==> src/rtl/cpu_run_ctrl.sv <==
// Run/step/halt sequencer: debounced board buttons drive a one-cycle CPU
// clock enable and a CPU reset pulse, with free-run and single-step modes.
module cpu_run_ctrl #(
    parameter int unsigned DIV        = 50_000_000,
    parameter int unsigned DEBOUNCE   = 1_000_000,
    parameter int unsigned RST_CYCLES = 4
) (
    input  logic       i_clk,
    input  logic       i_rst,
    input  logic       i_btn_run,
    input  logic       i_btn_step,
    input  logic       i_btn_reset,
    input  logic       i_halt,
    output logic       o_cpu_ce,
    output logic       o_cpu_rst,
    output logic [1:0] o_state
);

    localparam int unsigned PW = $clog2(DIV + 1);
    localparam int unsigned DW = $clog2(DEBOUNCE + 1);
    localparam int unsigned RW = $clog2(RST_CYCLES + 1);

    localparam logic [PW-1:0] PRESC_LAST = PW'(DIV - 1);
    localparam logic [DW-1:0] DEB_LAST   = DW'(DEBOUNCE - 1);
    localparam logic [RW-1:0] RST_LAST   = RW'(RST_CYCLES - 1);

    localparam int BTN_RUN   = 0;
    localparam int BTN_STEP  = 1;
    localparam int BTN_RESET = 2;

    typedef enum logic [1:0] {
        ST_RESET   = 2'd0,
        ST_PAUSED  = 2'd1,
        ST_RUNNING = 2'd2,
        ST_HALTED  = 2'd3
    } state_e;

    logic [2:0]    raw;
    logic [2:0]    sync1_q;
    logic [2:0]    sync2_q;
    logic [2:0]    level_q;
    logic [2:0]    level_d;
    logic [2:0]    prev_q;
    logic [2:0]    press_q;
    logic [DW-1:0] dcnt_q [3];
    logic [DW-1:0] dcnt_d [3];

    state_e        state_q;
    logic          ce_q;
    logic          rst_q;
    logic [PW-1:0] presc_q;
    logic [RW-1:0] rcnt_q;

    assign raw = {i_btn_reset, i_btn_step, i_btn_run};

    // A level is accepted only after DEBOUNCE consecutive disagreeing samples.
    always_comb begin
        for (int i = 0; i < 3; i++) begin
            level_d[i] = level_q[i];
            dcnt_d[i]  = '0;
            if (sync2_q[i] != level_q[i]) begin
                if (dcnt_q[i] == DEB_LAST) begin
                    level_d[i] = sync2_q[i];
                end else begin
                    dcnt_d[i] = dcnt_q[i] + DW'(1);
                end
            end
        end
    end

    always_ff @(posedge i_clk) begin
        if (i_rst) begin
            sync1_q <= '0;
            sync2_q <= '0;
            level_q <= '0;
            prev_q  <= '0;
            press_q <= '0;
            for (int i = 0; i < 3; i++) begin
                dcnt_q[i] <= '0;
            end
        end else begin
            sync1_q <= raw;
            sync2_q <= sync1_q;
            level_q <= level_d;
            prev_q  <= level_q;
            press_q <= level_q & ~prev_q;
            for (int i = 0; i < 3; i++) begin
                dcnt_q[i] <= dcnt_d[i];
            end
        end
    end

    always_ff @(posedge i_clk) begin
        if (i_rst) begin
            state_q <= ST_RESET;
            ce_q    <= 1'b0;
            rst_q   <= 1'b1;
            presc_q <= '0;
            rcnt_q  <= '0;
        end else begin
            ce_q <= 1'b0;
            if (press_q[BTN_RESET]) begin
                state_q <= ST_RESET;
                rst_q   <= 1'b1;
                rcnt_q  <= '0;
                presc_q <= '0;
            end else begin
                unique case (state_q)
                    ST_RESET: begin
                        if (rcnt_q == RST_LAST) begin
                            state_q <= ST_PAUSED;
                            rst_q   <= 1'b0;
                        end else begin
                            rcnt_q <= rcnt_q + RW'(1);
                        end
                    end
                    ST_PAUSED: begin
                        if (i_halt) begin
                            state_q <= ST_HALTED;
                        end else if (press_q[BTN_RUN]) begin
                            state_q <= ST_RUNNING;
                            presc_q <= '0;
                        end else if (press_q[BTN_STEP]) begin
                            ce_q <= 1'b1;
                        end
                    end
                    ST_RUNNING: begin
                        // Halt wins over a ce falling due in the same cycle.
                        if (i_halt) begin
                            state_q <= ST_HALTED;
                            presc_q <= '0;
                        end else if (press_q[BTN_RUN]) begin
                            state_q <= ST_PAUSED;
                            presc_q <= '0;
                        end else if (presc_q == PRESC_LAST) begin
                            presc_q <= '0;
                            ce_q    <= 1'b1;
                        end else begin
                            presc_q <= presc_q + PW'(1);
                        end
                    end
                    ST_HALTED: begin
                        state_q <= ST_HALTED;
                    end
                    default: begin
                        state_q <= ST_RESET;
                        rst_q   <= 1'b1;
                        rcnt_q  <= '0;
                    end
                endcase
            end
        end
    end

    assign o_cpu_ce  = ce_q;
    assign o_cpu_rst = rst_q;
    assign o_state   = state_q;

endmodule
==> config.mk <==
export PLATFORM = sky130hd
export DESIGN_NAME = cpu_run_ctrl
export DESIGN_NICKNAME = d
export VERILOG_FILES = /design/src/rtl/cpu_run_ctrl.sv
export SDC_FILE = /design/constraint.sdc
export NUM_CORES = 1
export LEC_CHECK = 0
export CORE_ASPECT_RATIO = 1.75
export CORE_UTILIZATION = 30
export CTS_BUF_LIST = sky130_fd_sc_hd__clkbuf_8
export CTS_CLUSTER_SIZE = 25
export DETAILED_ROUTE_END_ITERATION = 6
export PLACE_DENSITY = 0.43
export REMOVE_ABC_BUFFERS = 1
export SYNTH_ARGS = -nofsm -noshare
export SYNTH_HDL_FRONTEND = slang
export SYNTH_SLANG_ARGS = --single-unit
export TNS_END_PERCENT = 30
==> constraint.sdc <==
create_clock -name i_clk -period 2.77 [get_ports i_clk]
set_input_delay 0.277 -clock i_clk [delete_from_list [all_inputs] [get_ports i_clk]]
set_output_delay 0.277 -clock i_clk [all_outputs]
set_load 0.02 [all_outputs]
==> summary.txt, run 1 <==
Clock network
  – H-Tree Level Count: 3
  – Post-CTS Resized: 0
  – Hold Buf Count CTS: 0
  – Clock root buffer: clkbuf_8
  – Clk pin slew, worst setup/hold paths: 110 ps
  – CTS Buffer Depth: 2
  – CTS buffer count: 9
  – Clock Sinks: 108
  – Postcts setup bufs: 0
  – TritonCTS clock tree: yes
  – Clk_lat worst skew: 390 ps

Setup path
  – WP data arrival: 2570 ps
  – Nature of the critical path startpoint: flop
  – CP Capture Type: flop
  – Setup CP Type: reg2reg
  – Crit Path Max Fanout: 12
  – Max stage delay on crit path: 740 ps
  – Reg2Reg Depth: 6
  – Slowest-stage cell, CP: a31oi_1
  – WP data required: 3070 ps
  – CP cell instances: inv_1 -> ha_1 -> nand2b_1 -> a31oi_1 -> nand2_1 -> o211ai_1

Floorplanning
  – Core ar.: 0.0160 mm2
  – Die X: 99.1 um
  – Die height: 172 um
  – Die area: 0.0171 mm2
  – Initial Util: 0.309
  – Ports: 10
  – Site Rows: 61

Flow run
  – Maxcap violations: 0

Worst hold path
  – Hold depth: 1
  – Min-delay worst type: reg2reg

Yosys
  – Ys async rst share: 0
  – Synth cell types: 53
  – Syn_area_per_cell: 8.82 um2
  – Post-synth top flop: dfxtp_1
  – Cell count after synthesis: 562
  – Number of flops mapped to enable cells by yosys: 0
  – Yosys synthesis warning count: 0
  – Register area share after synthesis: 0.436
  – Flop and latch count out of synthesis: 108
  – Cell Area, Synth: 0.00495 mm2

Pwr
  – Leak: 1.78 nW
  – Maximum VDD drop: 0.270 mV
  – P per Cell Area: 533 mW/mm2
  – Total Power: 2.93 mW

Status
  – Status: complete, no violations

Drt
  – Top sig layer: met4
  – Met2 wire len: 5.82 mm
  – Met3 wire len: 255 um
  – Routed len/inst: 13.9 um
  – Vias per cell: 5.05
  – DRC Markers: 0
  – First-pass DRT Iterations: 4
  – Wire length on met1: 4.39 mm
  – DRT antenna net count: 0
  – WL final: 10.7 mm
  – Vias: 3901
  – First DRT Iteration DRCs: 217

Cells and area
  – Share of layout cells above drive strength 1: 0.0822
  – Most frequent cells in the layout: dfxtp_1 (108), nor2_1 (85), nand3_1 (46)
  – Most common cell after layout, fill and taps aside: dfxtp_1
  – P&R area growth vs syn: 11.1%
  – Fill cells: 1713
  – Final #Nets: 596
  – Ant diodes: 0

Place
  – Port Buf Inserts: 9
  – Setup WS pre-CTS: 520 ps
  – Final RePlAce weighted congestion: 0.778
  – DP Wirelength: 7.87 mm

Timing
  – Clk_skew: 15.7 ps
  – Hold violation count in the final report: 0
  – RSZ-0062 raised after global routing: no
  – Worst Setup Slack, final: 502 ps
  – Final worst path period share: 0.819
  – Slew headroom: 0.367
  – Setup violators final: 0
  – Final Critical Period: 2270 ps
  – Max Slew Vio Count: 0
  – F_max: 441 MHz
  – TNS Setup: 0 ps
  – Actual transition at the worst max-transition pin: 945 ps

Global routing
  – GRT Residual Overflow: 0
  – Vias in the first global route: 3915
  – Largest net degree at the start of global routing: 21
  – Initial antenna violation count: 0
  – GRT Overall Usage: 0.137
  – First-pass GRT wire length: 18.7 mm
==> path summary, 6_finish.rpt <==
kind	start	end	slack, ps
max	o_state[1]	presc_q[25]	500
min	prev_q[2]	press_q[2]	390
max reg2reg	o_state[1]	presc_q[25]	500
min reg2reg	prev_q[2]	press_q[2]	390
==> cell type report <==
type	instances	area, um2	area share
clock buffer	9	124	0.0225
clock inverter	7	87.6	0.0159
inverter	15	56.3	0.0102
multi-input combinational	426	2680	0.486
sequential	108	2160	0.393
tap	189	236	0.0429
timing repair buffer	19	165	0.0300
==> Yosys cell counts (7+ instances only) <==
library cell    n  share of area
nor2_1         85          0.064
nor4_1          9          0.011
ha_1           11          0.028
xnor2_1        25          0.044
nor2_2         10          0.013
inv_1          15          0.011
clkbuf_1        8         0.0061
nand3_1        46          0.046
nand2_1        42          0.032
dfxtp_1       108           0.44
xor2_1         43          0.076
nor3_1          8         0.0081
a21oi_1        13          0.013
nand4_1        20          0.025
nor2b_1        14          0.018
a31oi_1         9          0.011
or3_1           7         0.0088
and3_1         15          0.019
==> worst max-delay path: cells and delay by family, from the launching register on <==
family	cells	cell delay (ps)
adders and majority gates	1	240
AOI/OAI and AO/OA	2	960
and+or+nand+nor	2	470
DFF	1	410
buffers and inverters	1	110
==> metal layers <==
layer / global-route usage / vias to the layer above
met4: 0.0518 / 0
met5: 0 / -
met3: 0.0267 / 17
li1: - / 1980
met2: 0.262 / 37
met1: 0.147 / 1867
==> through the flow <==
stage               std cells  cell area, um2  utilization  hold WS, ps
finish                    773            5510        0.344          389
global route              773            5510        0.344          408
global placement          757            5300        0.330          376
floorplan                 549            4890            -          349
CTS                       773            5510        0.344          393
detailed placement        757            5300        0.330          372
==> state kept, by name (all words and copies together), names as in the netlist, 3 cells and up <==
register	flops
presc_q	26
prev_q	3
rcnt_q	3
sync2_q	3
sync1_q	3
level_q	3
press_q	3
dcnt_q	60
==> where the power goes <==
part	total [mW]	leakage (nW)	internal, mW	switching, mW
logic	0.265	0.803	0.108	0.157
clock network	1.06	0.109	0.443	0.613
registers	1.61	0.872	1.58	0.0280
total	2.93	1.78	2.14	0.798
==> cells by family (layout without fill, tap and decap cells) <==
family / count (synthesis) / after routing / share of synthesized area
DFF: 108 / 108 / 0.436
AOI/OAI and AO/OA: 42 / 42 / 0.0566
buffers and inverters: 28 / 50 / 0.0237
muxes: 4 / 4 / 0.00808
adders and majority gates: 11 / 11 / 0.0278
xor gates and xnor gates: 68 / 68 / 0.120
and+or+nand+nor: 301 / 301 / 0.327
Note: power is estimated with default switching activity, not from simulation.
==> run 2, diff against run 1 <==
- PLACE_DENSITY: 0.43 -> 0.45
- clock period: 2.77 -> 1.9 ns (I/O delays scaled with it)
==> run 2 against run 1 <==
Net effect: largest cell class unchanged; cell count increased by 9.3%; setup slack worse by 520 ps; sequential share of layout area fell by 4.3 points; routed wire length up 5.8%; non-clock buffer count increased by 72; utilization is 4.4 points higher; sequential power rose by 45%; count of clock-buffer cells in the layout unchanged; largest power group unchanged; hold slack got worse by 26 ps; the run now ends with negative setup slack left; combinational power grew 110%; highest routed layer unchanged; critical path depth fell by 1.
==> summary.txt, run 2 (same netlist as run 1, synthesis figures left out) <==
Place
  – Final RePlAce weighted congestion: 0.781
  – Setup WS pre-CTS: -142 ps
  – DP Wirelength: 8.53 mm
  – Post-Place Cells: 825
  – Port Buf Inserts: 9

Cells and area
  – P&R area growth vs syn: 25.4%
  – Fill cells: 1707
  – Top reg by flops: dcnt_q
  – Top Registers: dcnt_q: 60 flops, presc_q: 26 flops
  – Multi-input gate area: 0.00281 mm2
  – Ant diodes: 0
  – Share of layout cells above drive strength 1: 0.226
  – Fin cells: 845
  – Storage cell area: 0.00217 mm2
  – Max reg flops: 60
  – Final #Nets: 668
  – Most frequent cells in the layout: dfxtp_1 (102), nor2_1 (84), buf_4 (76)
  – Most common cell after layout, fill and taps aside: dfxtp_1

Floorplanning
  – Ports: 10
  – Die area: 0.0171 mm2
  – Core ar.: 0.0160 mm2
  – Site Rows: 61
  – Initial Util: 0.309
  – Die X: 99.1 um
  – Die height: 172 um

Setup path
  – WP data arrival: 2200 ps
  – CP Capture Type: flop
  – Worst R2R End: presc_q[9]
  – WP data required: 2180 ps
  – Setup CP Type: reg2reg
  – Reg-to-reg setup timing slack: -20 ps
  – R2R Path Start: presc_q[10]
  – Nature of the critical path startpoint: flop
  – Reg2Reg Depth: 5
  – Crit Path Max Fanout: 4

Timing
  – Clk_skew: 16.8 ps
  – Hold slack: 363 ps
  – RSZ-0062 raised after global routing: yes
  – Setup violators final: 12
  – Actual transition at the worst max-transition pin: 487 ps
  – Slew headroom: 0.675
  – Worst Setup Slack, final: -22.4 ps
  – Hold violation count in the final report: 0
  – Final Critical Period: 1920 ps
  – F_max: 520 MHz
  – Final worst path period share: 1.01
  – Max Slew Vio Count: 0

Global routing
  – Initial antenna violation count: 0
  – GRT Overall Usage: 0.141
  – First-pass GRT wire length: 19.1 mm
  – Vias in the first global route: 4106
  – GRT Residual Overflow: 0
  – Largest net degree at the start of global routing: 21

Clock network
  – CTS Buffer Depth: 2
  – H-Tree Level Count: 3
  – Clk_lat worst skew: 380 ps
  – CTS buffer count: 9
  – TritonCTS clock tree: yes
  – Clock root buffer: clkbuf_8
  – Clk pin slew, worst setup/hold paths: 110 ps
  – Clock Sinks: 108

Worst hold path
  – Hold-critical path endpoint: sync1_q[1]
  – Hold Crit Start: i_btn_step
  – Hold depth: 2
  – Min-delay worst type: in2reg

Drt
  – Vias: 4153
  – First DRT Iteration DRCs: 123
  – First-pass DRT Iterations: 4
  – DRC Markers: 0
  – DRT antenna net count: 0
  – WL final: 11.3 mm
  – Routed len/inst: 13.4 um
  – Vias per cell: 4.91

Flow run
  – Maxcap violations: 0

Status
  – Status: finished, violations left
  – Failing checks: negative setup slack

Pwr
  – Leak: 2.18 nW
  – Maximum VDD drop: 0.319 mV
  – P per Cell Area: 688 mW/mm2
[run 2: how the worst max path moves through the flow]
stage / to / slack, ps / from
final: presc_q[9] / -20 / presc_q[10]
after global routing: presc_q[10] / -90 / presc_q[10]
after CTS: presc_q[13] / -50 / o_state[0]
after detailed placement: presc_q[13] / -140 / i_halt
after global placement: presc_q[13] / -130 / i_halt
after floorplan: presc_q[13] / -250 / o_state[1]
[run 2: layer usage]
layer	global-route usage	routed length [um]	part of all wire	vias to the layer above
met1	0.142	4500	0.40	1988
li1	-	-	-	2128
met4	0.0473	181	0.016	0
met2	0.287	6460	0.57	25
met5	0	0	0	-
met3	0.0238	182	0.016	12
[run 2: repair_timing]
action / in CTS / in global routing
hold buffers: 0 / 0
hold endpoints to repair: 0 / 0
pin swaps: 1 / 14
setup endpoints to repair: 31 / 49
buffers inserted: 0 / 3
cloned: 0 / 1
resized for setup: 3 / 34
[run 2: cell type report]
type,count,share of cell area
multi-input cells,426,0.452
flip-flops and latches,108,0.349
repair buffers,91,0.121
well taps,189,0.0381
clock buffers,9,0.0199
clock inverters,7,0.0107
inverters,15,0.00906
[run 2: through the flow]
stage | util | setup TNS [ps] | area, um2 | power [mW]
2_1_floorplan | - | -1840 | 4890 | 2.66
3_3_place_gp | 0.365 | -245 | 5840 | 2.89
3_5_place_dp | 0.365 | -365 | 5840 | 2.90
4_1_cts | 0.377 | -202 | 6050 | 4.33
5_1_grt | 0.388 | -1310 | 6210 | 4.50
6_report | 0.388 | -138 | 6210 | 4.27
[run 2: critical path, stage by stage (launching register included)]
cell     delay, ps
dfxtp_2        340
or4b_4         570
nor4_4         360
a21oi_2        150
buf_4          180
a32o_1         220
[run 2: power by group]
group	internal [mW]	switching [mW]
sequential	2.31	0.0292
combinational	0.264	0.287
clock	0.510	0.872
total	3.09	1.19
==> run 3, diff against run 2 <==
- CORE_UTILIZATION: 30 -> 45
- PLACE_DENSITY: 0.45 -> 0.6
- clock period: 1.9 -> 2.2 ns (I/O delays scaled with it)
==> run 3 against run 2 <==
Net effect: the run now ends clean; hold slack improved by 22 ps; sequential share of layout area increased by 3.6 points; cell area shrank 9.6%; clock skew shrank 5.1 ps.
==> summary.txt, run 3 (same netlist as run 1, synthesis figures left out) <==
Setup path
  – CP Capture Type: flop
  – Most frequent CP cell: a31oi_1
  – Worst R2R End: presc_q[22]
  – Setup CP Type: reg2reg
  – WP data required: 2460 ps
  – Slowest-stage cell, CP: or4b_4
  – CP cell instances: or4b_4 -> nor4_2 -> a31oi_1 -> buf_4 -> a41oi_1 -> a31oi_1
  – WP data arrival: 2350 ps
  – Crit Path Max Fanout: 10
  – Reg-to-reg setup timing slack: 120 ps
  – R2R Path Start: presc_q[18]
  – Reg2Reg Depth: 6
  – Max stage delay on crit path: 550 ps
  – Nature of the critical path startpoint: flop
  – CP Launch Point: presc_q[18]

Timing
  – TNS Setup: 0 ps
  – F_max: 480 MHz
  – Hold slack: 385 ps
  – RSZ-0062 raised after global routing: no
  – Final Critical Period: 2080 ps
  – Max Slew Vio Count: 0
  – Setup violators final: 0
  – Clk_skew: 11.7 ps
  – Final worst path period share: 0.948
  – Actual transition at the worst max-transition pin: 625 ps
  – Hold violation count in the final report: 0
  – Slew headroom: 0.579

Floorplanning
  – Die height: 141 um
  – Core ar.: 0.0107 mm2
  – Site Rows: 50
  – Die area: 0.0115 mm2
  – Ports: 10
  – Initial Util: 0.463
  – Die X: 81.3 um

Place
  – Port Buf Inserts: 9
  – DP Area: 0.00543 mm2
  – Final RePlAce weighted congestion: 0.814
  – DP Wirelength: 7.58 mm

Global routing
  – First-pass GRT wire length: 17.1 mm
  – Met3 usage: 0.0440
  – GRT Overall Usage: 0.193
  – Vias in the first global route: 3821
  – Most Crowded Layer GR: met2
  – GRT Residual Overflow: 0
  – Largest net degree at the start of global routing: 21
  – Met2 usage: 0.348
  – Initial antenna violation count: 0
  – GR Layer Usage met1: 0.203

Drt
  – Vias: 3954
  – Routed len/inst: 13.7 um
  – First DRT Iteration DRCs: 194
  – WL final: 10.1 mm
  – Vias per cell: 5.36
  – First-pass DRT Iterations: 4
  – DRC Markers: 0
  – DRT antenna net count: 0

Cells and area
  – Design area: 0.00562 mm2
  – Util after Layout: 0.525
  – Share of layout cells above drive strength 1: 0.120
  – Ant diodes: 0
  – P&R area growth vs syn: 13.4%
  – Most common cell after layout, fill and taps aside: dfxtp_1
  – Final #Nets: 619
  – Max reg flops: 60
  – Most frequent cells in the layout: dfxtp_1 (108), nor2_1 (85), nand3_1 (46)
  – Top reg by flops: dcnt_q
  – Top Registers: dcnt_q: 60 flops, presc_q: 26 flops

Status
  – Status: complete, no violations

Clock network
  – Clock Sinks: 108
  – Clk_lat worst skew: 370 ps
  – Clock root buffer: clkbuf_8
  – CTS buffer count: 9
  – CTS Buffer Depth: 2
  – Hold Buf Count CTS: 0
  – Clk pin slew, worst setup/hold paths: 110 ps
  – H-Tree Level Count: 3
  – TritonCTS clock tree: yes
  – Postcts setup bufs: 0
  – Post-CTS Resized: 1

Pwr
  – Leak: 1.91 nW
  – Total Power: 3.52 mW
  – Maximum VDD drop: 0.382 mV
  – P per Cell Area: 627 mW/mm2

Worst hold path
  – Hold depth: 1
  – Hold-critical path endpoint: press_q[0]
  – Hold Crit Start: prev_q[0]
  – Min-delay worst type: reg2reg

Flow run
  – Maxcap violations: 0
-- run 3: cell types whose count changed in the layout (fill, tap and decap cells not counted), moves of 6 or more --
cell     delta
a21oi_1     +6
a21oi_2     -6
buf_4      -46
dfxtp_1     +6
dfxtp_2     -6
-- run 3: report_power, final --
part           switching, mW  leakage (nW)  total [mW]  internal (mW)
combinational          0.219         0.943       0.388          0.169
clock                  0.689        0.0913        1.11          0.420
sequential            0.0282         0.872        2.02           1.99
total                  0.936          1.91        3.52           2.58
-- run 3: routing by layer --
| layer | part of all wire | vias to the layer above |
|---|---|---|
| met5 | 0 | - |
| met4 | 0.033 | 0 |
| met3 | 0.020 | 19 |
| met2 | 0.54 | 43 |
| met1 | 0.41 | 1863 |
| li1 | - | 2029 |
-- run 3: through the flow --
stage          worst slack [ps]  instances
3_5_place_dp               18.5        721
3_3_place_gp               29.3        721
5_1_grt                    40.3        737
6_report                    115        737
2_1_floorplan              47.4        549
4_1_cts                     129        737
-- run 3: critical path, delay by kind of cell (launching register included) --
| family | cells | cell delay [ps] |
|---|---|---|
| flip-flops | 1 | 360 |
| AND/OR/NAND/NOR | 2 | 900 |
| buffers and inverters | 1 | 220 |
| AO/OA/AOI/OAI | 3 | 490 |
-- run 3: worst max-delay path by stage --
stage / endpoint / slack (ps) / depth (start not counted)
after floorplan: presc_q[13] / 50 / 7
after global placement: presc_q[22] / 30 / 6
after detailed placement: presc_q[22] / 20 / 6
after CTS: presc_q[22] / 130 / 6
after global routing: dcnt_q[0][36] / 40 / 7
final: presc_q[22] / 120 / 6
-- run 3: area by class of cell --
type	count	area, um2
fill	1004	5080
multi-input combinational	426	2690
sequential	108	2160
timing repair buffer	42	375
tap	130	163
clock buffer	9	124
inverter	15	56.3
clock inverter	7	51.3
